[src/rtl/acc_requantize.sv]
// Accumulator requantizer: round, arithmetic shift, optional ReLU, saturate.
// Two-stage pipeline feeding a small output FIFO with valid/ready handshakes.
module acc_requantize #(
    parameter int IN_WIDTH    = 32,
    parameter int OUT_WIDTH   = 16,
    parameter int SHIFT_WIDTH = 5,
    parameter int FIFO_DEPTH  = 4
) (
    input  logic                   clk,
    input  logic                   reset,
    input  logic                   in_valid,
    output logic                   in_ready,
    input  logic [IN_WIDTH-1:0]    in_data,
    input  logic                   cfg_load,
    input  logic [SHIFT_WIDTH-1:0] cfg_shift,
    input  logic                   cfg_relu,
    output logic                   out_valid,
    input  logic                   out_ready,
    output logic [OUT_WIDTH-1:0]   out_data,
    output logic [15:0]            sat_count,
    output logic                   busy
);
    localparam int AW = $clog2(FIFO_DEPTH);
    localparam int SW = IN_WIDTH + 1;
    localparam logic signed [SW-1:0] QMAX = SW'((1 << (OUT_WIDTH - 1)) - 1);
    localparam logic signed [SW-1:0] QMIN = ~QMAX;

    logic [SHIFT_WIDTH-1:0]      shift_q;
    logic                        relu_q;
    logic                        s1_valid;
    logic                        s2_valid;
    logic signed [SW-1:0]        s1_sum;
    logic [OUT_WIDTH-1:0]        s2_data;
    logic [OUT_WIDTH-1:0]        mem [FIFO_DEPTH];
    logic [AW-1:0]               wr_ptr;
    logic [AW-1:0]               rd_ptr;
    logic [AW:0]                 count;
    logic [AW+1:0]               occ;
    logic                        accept;
    logic                        pop;
    logic                        cfg_take;
    logic [SHIFT_WIDTH-1:0]      shift_new;
    logic signed [SW-1:0]        bias;
    logic signed [SW-1:0]        sum_c;
    logic signed [SW-1:0]        q;
    logic                        sat_hi;
    logic                        sat_lo;
    logic [OUT_WIDTH-1:0]        q_out;

    // Occupancy counts in-flight items so the FIFO can never overflow.
    assign occ = (AW+2)'(count) + (AW+2)'(s1_valid) + (AW+2)'(s2_valid);
    assign in_ready = !reset && (occ < (AW+2)'(FIFO_DEPTH));
    assign accept = in_valid && in_ready;
    assign out_valid = (count != '0);
    assign out_data = out_valid ? mem[rd_ptr] : '0;
    assign pop = out_valid && out_ready;
    assign busy = s1_valid || s2_valid || (count != '0);
    assign cfg_take = cfg_load && !busy && !accept;

    always_comb begin
        shift_new = cfg_shift;
        if (int'(cfg_shift) >= IN_WIDTH)
            shift_new = SHIFT_WIDTH'(IN_WIDTH - 1);
    end

    always_comb begin
        bias = '0;
        if (shift_q != '0)
            bias = SW'(1) << (shift_q - 1'b1);
        sum_c = $signed({in_data[IN_WIDTH-1], in_data}) + bias;
    end

    always_comb begin
        q = s1_sum >>> shift_q;
        if (relu_q && q[SW-1])
            q = '0;
        sat_hi = (q > QMAX);
        sat_lo = (q < QMIN);
        q_out = q[OUT_WIDTH-1:0];
        if (sat_hi)
            q_out = {1'b0, {(OUT_WIDTH-1){1'b1}}};
        else if (sat_lo)
            q_out = {1'b1, {(OUT_WIDTH-1){1'b0}}};
    end

    always_ff @(posedge clk) begin
        if (reset) begin
            shift_q   <= '0;
            relu_q    <= 1'b0;
            s1_valid  <= 1'b0;
            s2_valid  <= 1'b0;
            s1_sum    <= '0;
            s2_data   <= '0;
            wr_ptr    <= '0;
            rd_ptr    <= '0;
            count     <= '0;
            sat_count <= '0;
        end else begin
            if (cfg_take) begin
                shift_q <= shift_new;
                relu_q  <= cfg_relu;
            end
            s1_valid <= accept;
            if (accept)
                s1_sum <= sum_c;
            s2_valid <= s1_valid;
            if (s1_valid) begin
                s2_data <= q_out;
                if ((sat_hi || sat_lo) && (sat_count != 16'hFFFF))
                    sat_count <= sat_count + 16'd1;
            end
            if (s2_valid)
                wr_ptr <= wr_ptr + 1'b1;
            if (pop)
                rd_ptr <= rd_ptr + 1'b1;
            count <= count + (AW+1)'(s2_valid) - (AW+1)'(pop);
        end
    end

    always_ff @(posedge clk) begin
        if (s2_valid)
            mem[wr_ptr] <= s2_data;
    end
endmodule

[config.mk]
export PLATFORM = sky130hd
export DESIGN_NAME = acc_requantize
export DESIGN_NICKNAME = d
export VERILOG_FILES = /design/src/rtl/acc_requantize.sv
export SDC_FILE = /design/constraint.sdc
export NUM_CORES = 1
export LEC_CHECK = 0
export BUFFER_PORTS_ARGS = -buffer_cell sky130_fd_sc_hd__buf_2
export CAP_MARGIN = 20
export CORE_MARGIN = 2
export CORE_UTILIZATION = 50
export CTS_BUF_LIST = sky130_fd_sc_hd__clkbuf_8
export DETAILED_ROUTE_END_ITERATION = 10
export PLACE_DENSITY = 0.83
export SLEW_MARGIN = 20
export SYNTH_ARGS = -nofsm -noshare
export SYNTH_HDL_FRONTEND = slang
export SYNTH_SLANG_ARGS = --single-unit
[constraint.sdc]
create_clock -name clk -period 4.7 [get_ports clk]
set_input_delay 0 -clock clk [delete_from_list [all_inputs] [get_ports clk]]
set_output_delay 0 -clock clk [all_outputs]
set_load 0.05 [all_outputs]
==> results of run 1 <==
==> synth_stat cells, drive strengths merged (4+ instances only) <==
master	n	area share
a211oi	12	0.0098
a21o	15	0.012
a21oi	73	0.040
a221o	17	0.019
a22oi	5	0.0052
a31oi	13	0.011
and2	26	0.018
and3	4	0.0027
buf	23	0.016
clkbuf	36	0.015
dfxtp	82	0.18
edfxtp	64	0.21
ha	41	0.056
inv	18	0.0074
mux2	18	0.022
mux2i	37	0.040
mux4	33	0.082
nand2	105	0.043
nand2b	7	0.0048
nand3	29	0.016
nand3b	7	0.0057
nand4	5	0.0034
nor2	110	0.045
nor2b	5	0.0034
nor3	14	0.0087
nor4	9	0.0068
o211ai	7	0.0057
o21a	6	0.0049
o21ai	47	0.026
o21bai	4	0.0033
or2	4	0.0027
or3	13	0.0089
xnor2	30	0.029
xor2	7	0.0067
==> cell families after synthesis <==
family / share of synthesized area
and+or+nand+nor: 0.178
AOI/OAI and AO/OA: 0.155
DFF: 0.389
muxes: 0.144
buffers and inverters: 0.0382
adders and majority gates: 0.0603
xor gates and xnor gates: 0.0353
other: 0.000409
==> metal layers <==
layer,vias up,wire (um),GRT usage
met5,-,0,0
li1,3658,-,-
met3,24,1270,0.0382
met1,3473,9280,0.282
met2,278,10300,0.372
met4,0,282,0.0702
==> power by group through the flow <==
stage	clock [mW]	sequential (mW)	combinational, mW
global placement	0	1.67	1.61
CTS	1.02	1.65	1.65
global route	1.07	1.68	1.77
finish	1.00	1.65	1.65
detailed placement	0	1.68	1.63
floorplan	0	1.59	1.37
==> cell type report <==
class | count | area [um^2] | area share
clock buffer | 17 | 234 | 0.0230
clock inverter | 15 | 170 | 0.0167
inverter | 19 | 71.3 | 0.00701
multi-input combinational | 735 | 5260 | 0.517
sequential | 146 | 3570 | 0.350
tap | 229 | 287 | 0.0282
timing repair buffer | 101 | 588 | 0.0578
==> worst max-delay path, cell delays in order (launching register included) <==
cell and delay [ps]:
dfxtp_2 650, or3_1 270, nor2_1 60, ha_1 210, fa_1 420, a211oi_1 340
o21bai_1 160, o21ai_0 360, a311oi_1 230, o2111ai_1 310, a31oi_1 170, a221o_1 330
a21oi_1 170, xor2_1 160, o21ai_0 80
==> cell usage in the layout (no fill, tap or decap), drive strengths merged, types with 14 or more instances in the layout <==
master,synthesis,final
nor3,14,14
buf,23,92
ha,41,41
nand3,29,29
mux2i,37,37
dfxtp,82,82
nor2,110,110
edfxtp,64,64
mux4,33,33
clkbuf,36,17
mux2,18,18
a21o,15,15
a21oi,73,73
inv,18,27
o21ai,47,47
xnor2,30,30
and2,26,26
a221o,17,17
nand2,105,105
==> worst max-delay path by stage <==
stage / end / slack (ps) / cells after the start
after floorplan: s1_sum[32] / 20 / 19
after global placement: s1_sum[32] / 860 / 14
after detailed placement: s1_sum[32] / 720 / 14
after CTS: s1_sum[32] / 690 / 14
after global routing: s1_sum[32] / 410 / 14
final: s1_sum[32] / 650 / 14
==> flip-flops by register name (all words and copies together), names as in the netlist, named ones only <==
name	count
count	3
mem	64
rd_ptr	2
relu_q	1
s1_sum	33
s1_valid	1
s2_data	16
s2_valid	1
sat_count	16
shift_q	5
wr_ptr	2
==> stage by stage <==
| stage | hold WS, ps | util | std cells | cell area (um^2) | total power, mW |
|---|---|---|---|---|---|
| final | 36.7 | 0.566 | 1262 | 10200 | 4.31 |
| after detailed placement | 268 | 0.539 | 1221 | 9680 | 3.32 |
| after global routing | 38.5 | 0.566 | 1262 | 10200 | 4.52 |
| after floorplan | 86.6 | - | 959 | 9170 | 2.96 |
| after CTS | 10.2 | 0.566 | 1262 | 10200 | 4.32 |
| after global placement | 234 | 0.539 | 1221 | 9680 | 3.28 |
==> qor.yml, run 1 <==
timing:
  fin_tns_setup_ps: 0
  fin_crit_ps: 4050
  setup_viol: 0
  slew_headroom: 0.416
  setup_slack_ps: 650
  worst_pin_slew_ps: 873
  final-max-slew-violation-count: 0
  rsz0062_at_grt: "no"
  timing.fmax_ghz: 0.247
  fin_skew_ps: 10.6
  finalCritPeriodShare: 0.862
  hold_viol_final: 0
yosys:
  syn_avg_cell_area_um2: 9.56
  ys_seq_area_frac: 0.389
  ys.flop_type: "dfxtp_1"
  async_reset_ff_frac: 0
  yosys_warnings: 0
  syn-num-nets: 1045
  ys_types: 69
  ys_ff_latch: 146
  synth_cells: 959
  syn_area_um2: 9170
  synth_edf_count: 64
power_and_ir_drop:
  p_clk_frac: 0.233
  p_seq_frac: 0.383
  power_frac_comb: 0.383
  power.switching_fraction: 0.402
  switchingPower_mw: 1.73
  p_int_mw: 2.58
  ir_drop_uv: 373
  leakage_nw: 4.00
  powerDensity_nw_per_um2: 423
setup_path:
  cp_max_fo: 22
  regToRegSetupSlack_ps: 650
  crit_arrival_ps: 4380
  worstSetupStartpoint: "shift_q[1]"
  start_kind: "register"
  timing.rr.end: "s1_sum[32]"
  r2r_cells: 14
  cp.required_ps: 5030
  end_kind: "register"
  r2r_start: "shift_q[1]"
  critPathKind: "reg2reg"
finish:
  drive_gt1_frac: 0.180
  nNetsFinal: 1106
  area_delta_synth_final_pct: 11.0
  antenna_cells: 0
  fillCellCount: 1572
global_routing:
  grt_max_degree: 71
  grt_pass1_wl_um: 34400
  antenna_found_initial: 0
  grt-ovfl-total: 0
  grt_pass1_vias: 6984
  grt_usage: 0.218
route:
  vias_per_cell: 5.89
  drc_errors: 0
  avgRoutedWirePerCell_um: 16.7
  first_pass_iters: 6
  via_count: 7433
  final_antenna_net_count: 0
  detail_route.wirelength_um: 21100
  drtIter0Drc: 685
placement:
  port_buffers: 77
  dp_hpwl_um: 15200
  gp_congestion: 0.908
  pre_cts_slack_ps: 719
floorplanning:
  core_um2: 18000
  die_y_um: 139
  start_util: 0.510
  io_pins: 78
  die_w_um: 139
  fp-row-count: 49
  dieArea_um2: 19400
cts:
  cts.path.max_buffers: 2
  clk_latency_ps: 460
  cts_hold_buf: 9
  clk_pin_slew_ps: 80
  cts_tree: "built"
  cts_resized: 0
  cts_buffers: 17
  cts_sinks: 146
  root_buffer: "clkbuf_8"
  h-tree-depth: 4
  post_cts_buffers: 0
hold_path:
  hold_path_depth: 4
  hp-class: "in2reg"
  worstHoldStart: "in_data[1]"
  holdPathEnd: "s1_sum[1]"
job:
  maxCapViolations: 0
outcome:
  status: "finished clean"
Note: power is estimated with default switching activity, not from simulation.
==> run 2: changes to the inputs <==
==> constraint.sdc (replaced) <==
create_clock -name clk -period 3.4 [get_ports clk]
set_input_delay 0 -clock clk [delete_from_list [all_inputs] [get_ports clk]]
set_output_delay 0 -clock clk [all_outputs]
set_load 0.05 [all_outputs]
==> run 2 against run 1 <==
  * Sequential cell count did not move
  * Worst setup slack got worse by 490 ps
  * Cell count rose by 2.2%
  * Die area unchanged
  * Power increased by 38%
  * Wire length is essentially flat
  * Highest routed layer unchanged
==> qor.yml, run 2 (same netlist as run 1, synthesis figures left out) <==
floorplanning:
  die_w_um: 139
  start_util: 0.510
  io_pins: 78
  fp-row-count: 49
  dieArea_um2: 19400
  die_y_um: 139
  core_um2: 18000
timing:
  setup_viol: 0
  finalCritPeriodShare: 0.953
  slew_headroom: 0.409
  final-max-slew-violation-count: 0
  fin_skew_ps: 14.8
  timing.fmax_ghz: 0.309
  worst_pin_slew_ps: 884
  fin_crit_ps: 3240
  whs_ps: 34.0
  fin_tns_setup_ps: 0
  rsz0062_at_grt: "yes"
  hold_viol_final: 0
cts:
  cts_sinks: 146
  root_buffer: "clkbuf_8"
  clk_pin_slew_ps: 90
  h-tree-depth: 4
  clk_latency_ps: 470
  cts_buffers: 17
  cts.path.max_buffers: 2
  cts_tree: "built"
route:
  drtIter0Drc: 582
  final_antenna_net_count: 0
  first_pass_iters: 5
  avgRoutedWirePerCell_um: 16.4
  via_count: 7530
  drc_errors: 0
  detail_route.wirelength_um: 21100
  vias_per_cell: 5.84
global_routing:
  grt_pass1_vias: 7081
  grt-ovfl-total: 0
  grt_max_degree: 59
  grt_pass1_wl_um: 34700
  antenna_found_initial: 0
  grt_usage: 0.220
finish:
  drive_gt1_frac: 0.227
  top_register: "mem"
  area_delta_synth_final_pct: 14.5
  top_regs: "mem (64), s1_sum (33)"
  largest_register_ff_count: 64
  layout_common_cells: "108 x nor2_1, 103 x nand2_1, 78 x dfxtp_1, 77 x buf_2, 67 x a21oi_1"
  nNetsFinal: 1134
  final_common_cell: "nor2_1"
  antenna_cells: 0
placement:
  gp_congestion: 0.921
  dp_hpwl_um: 15600
  port_buffers: 77
job:
  maxCapViolations: 0
setup_path:
  r2r_start: "shift_q[0]"
  critPathKind: "reg2reg"
  worstSetupStartpoint: "shift_q[0]"
  end_kind: "register"
  cp.required_ps: 3750
  cp_max_fo: 6
  start_kind: "register"
  crit_arrival_ps: 3590
hold_path:
  hp-class: "in2reg"
  worstHoldStart: "in_data[1]"
power_and_ir_drop:
  powerDensity_nw_per_um2: 566
  ir_drop_uv: 598
  leakage_nw: 4.16
outcome:
  status: "finished clean"
[run 2: changes by cell type in the layout (fill, tap and decap cells not counted), sizes merged]
cell / delta
dlymetal6s2s: +1
inv: +1
clkinvlp: -2
clkinv: +3
dlygate4sd3: +1
bufinv: -2
buf: +26
[run 2: final timing paths]
path	to	cells past startpoint	slack, ps
min reg2reg	s1_sum[1]	2	470
max	s1_sum[32]	13	160
max reg2reg	s1_sum[32]	13	160
min	s1_sum[1]	4	30
[run 2: worst max-delay path: stages (launching register included)]
cell and delay, ps:
dfxtp_4 380, dlymetal6s2s_1 190, nor4_1 370, ha_1 310, o21ai_0 260, o21bai_2 140, o21ai_2 190, a311oi_2 170
o2111ai_2 260, a31oi_2 140, a221o_1 340, a21oi_2 140, xor2_1 140, o21ai_0 80
[run 2: area by class of cell]
type / count / area, um^2
Fill cell: 1501 / 7470
Multi-Input combinational cell: 735 / 5360
Sequential cell: 146 / 3570
Timing Repair Buffer: 129 / 838
Tap cell: 229 / 287
Clock buffer: 17 / 234
Clock inverter: 15 / 136
Inverter: 19 / 71.3
[run 2: metal layers]
layer,global-route usage,wire length (um),up-vias
met4,0.0835,500,0
met5,0,0,-
met2,0.370,10200,269
met1,0.287,9330,3528
li1,-,-,3693
met3,0.0344,1110,40
[run 2: metrics by stage]
stage / instances / instance area, um^2 / util / total power [mW] / setup slack, ps
after CTS: 1287 / 10400 / 0.581 / 5.94 / 50.7
after global placement: 1245 / 9960 / 0.555 / 4.61 / 93.4
after detailed placement: 1245 / 9960 / 0.555 / 4.67 / -14.8
final: 1290 / 10500 / 0.584 / 5.94 / 159
after floorplan: 959 / 9330 / - / 4.13 / -177
after global routing: 1290 / 10500 / 0.584 / 6.25 / -16.4
[run 2: report_power, final]
| group | total, mW | switching [mW] | internal, mW |
|---|---|---|---|
| clock | 1.28 | 0.740 | 0.538 |
| sequential | 2.22 | 0.185 | 2.04 |
| combinational | 2.44 | 1.52 | 0.921 |
| total | 5.94 | 2.44 | 3.50 |
[run 2: timing repair]
item / CTS / global route
hold buffers: 10 / 0
endpoints found under the setup margin: 1 / 40
pin swaps: 1 / 6
gates resized for setup: 2 / 16
buffers inserted: 0 / 3
hold endpoints to repair: 20 / 0
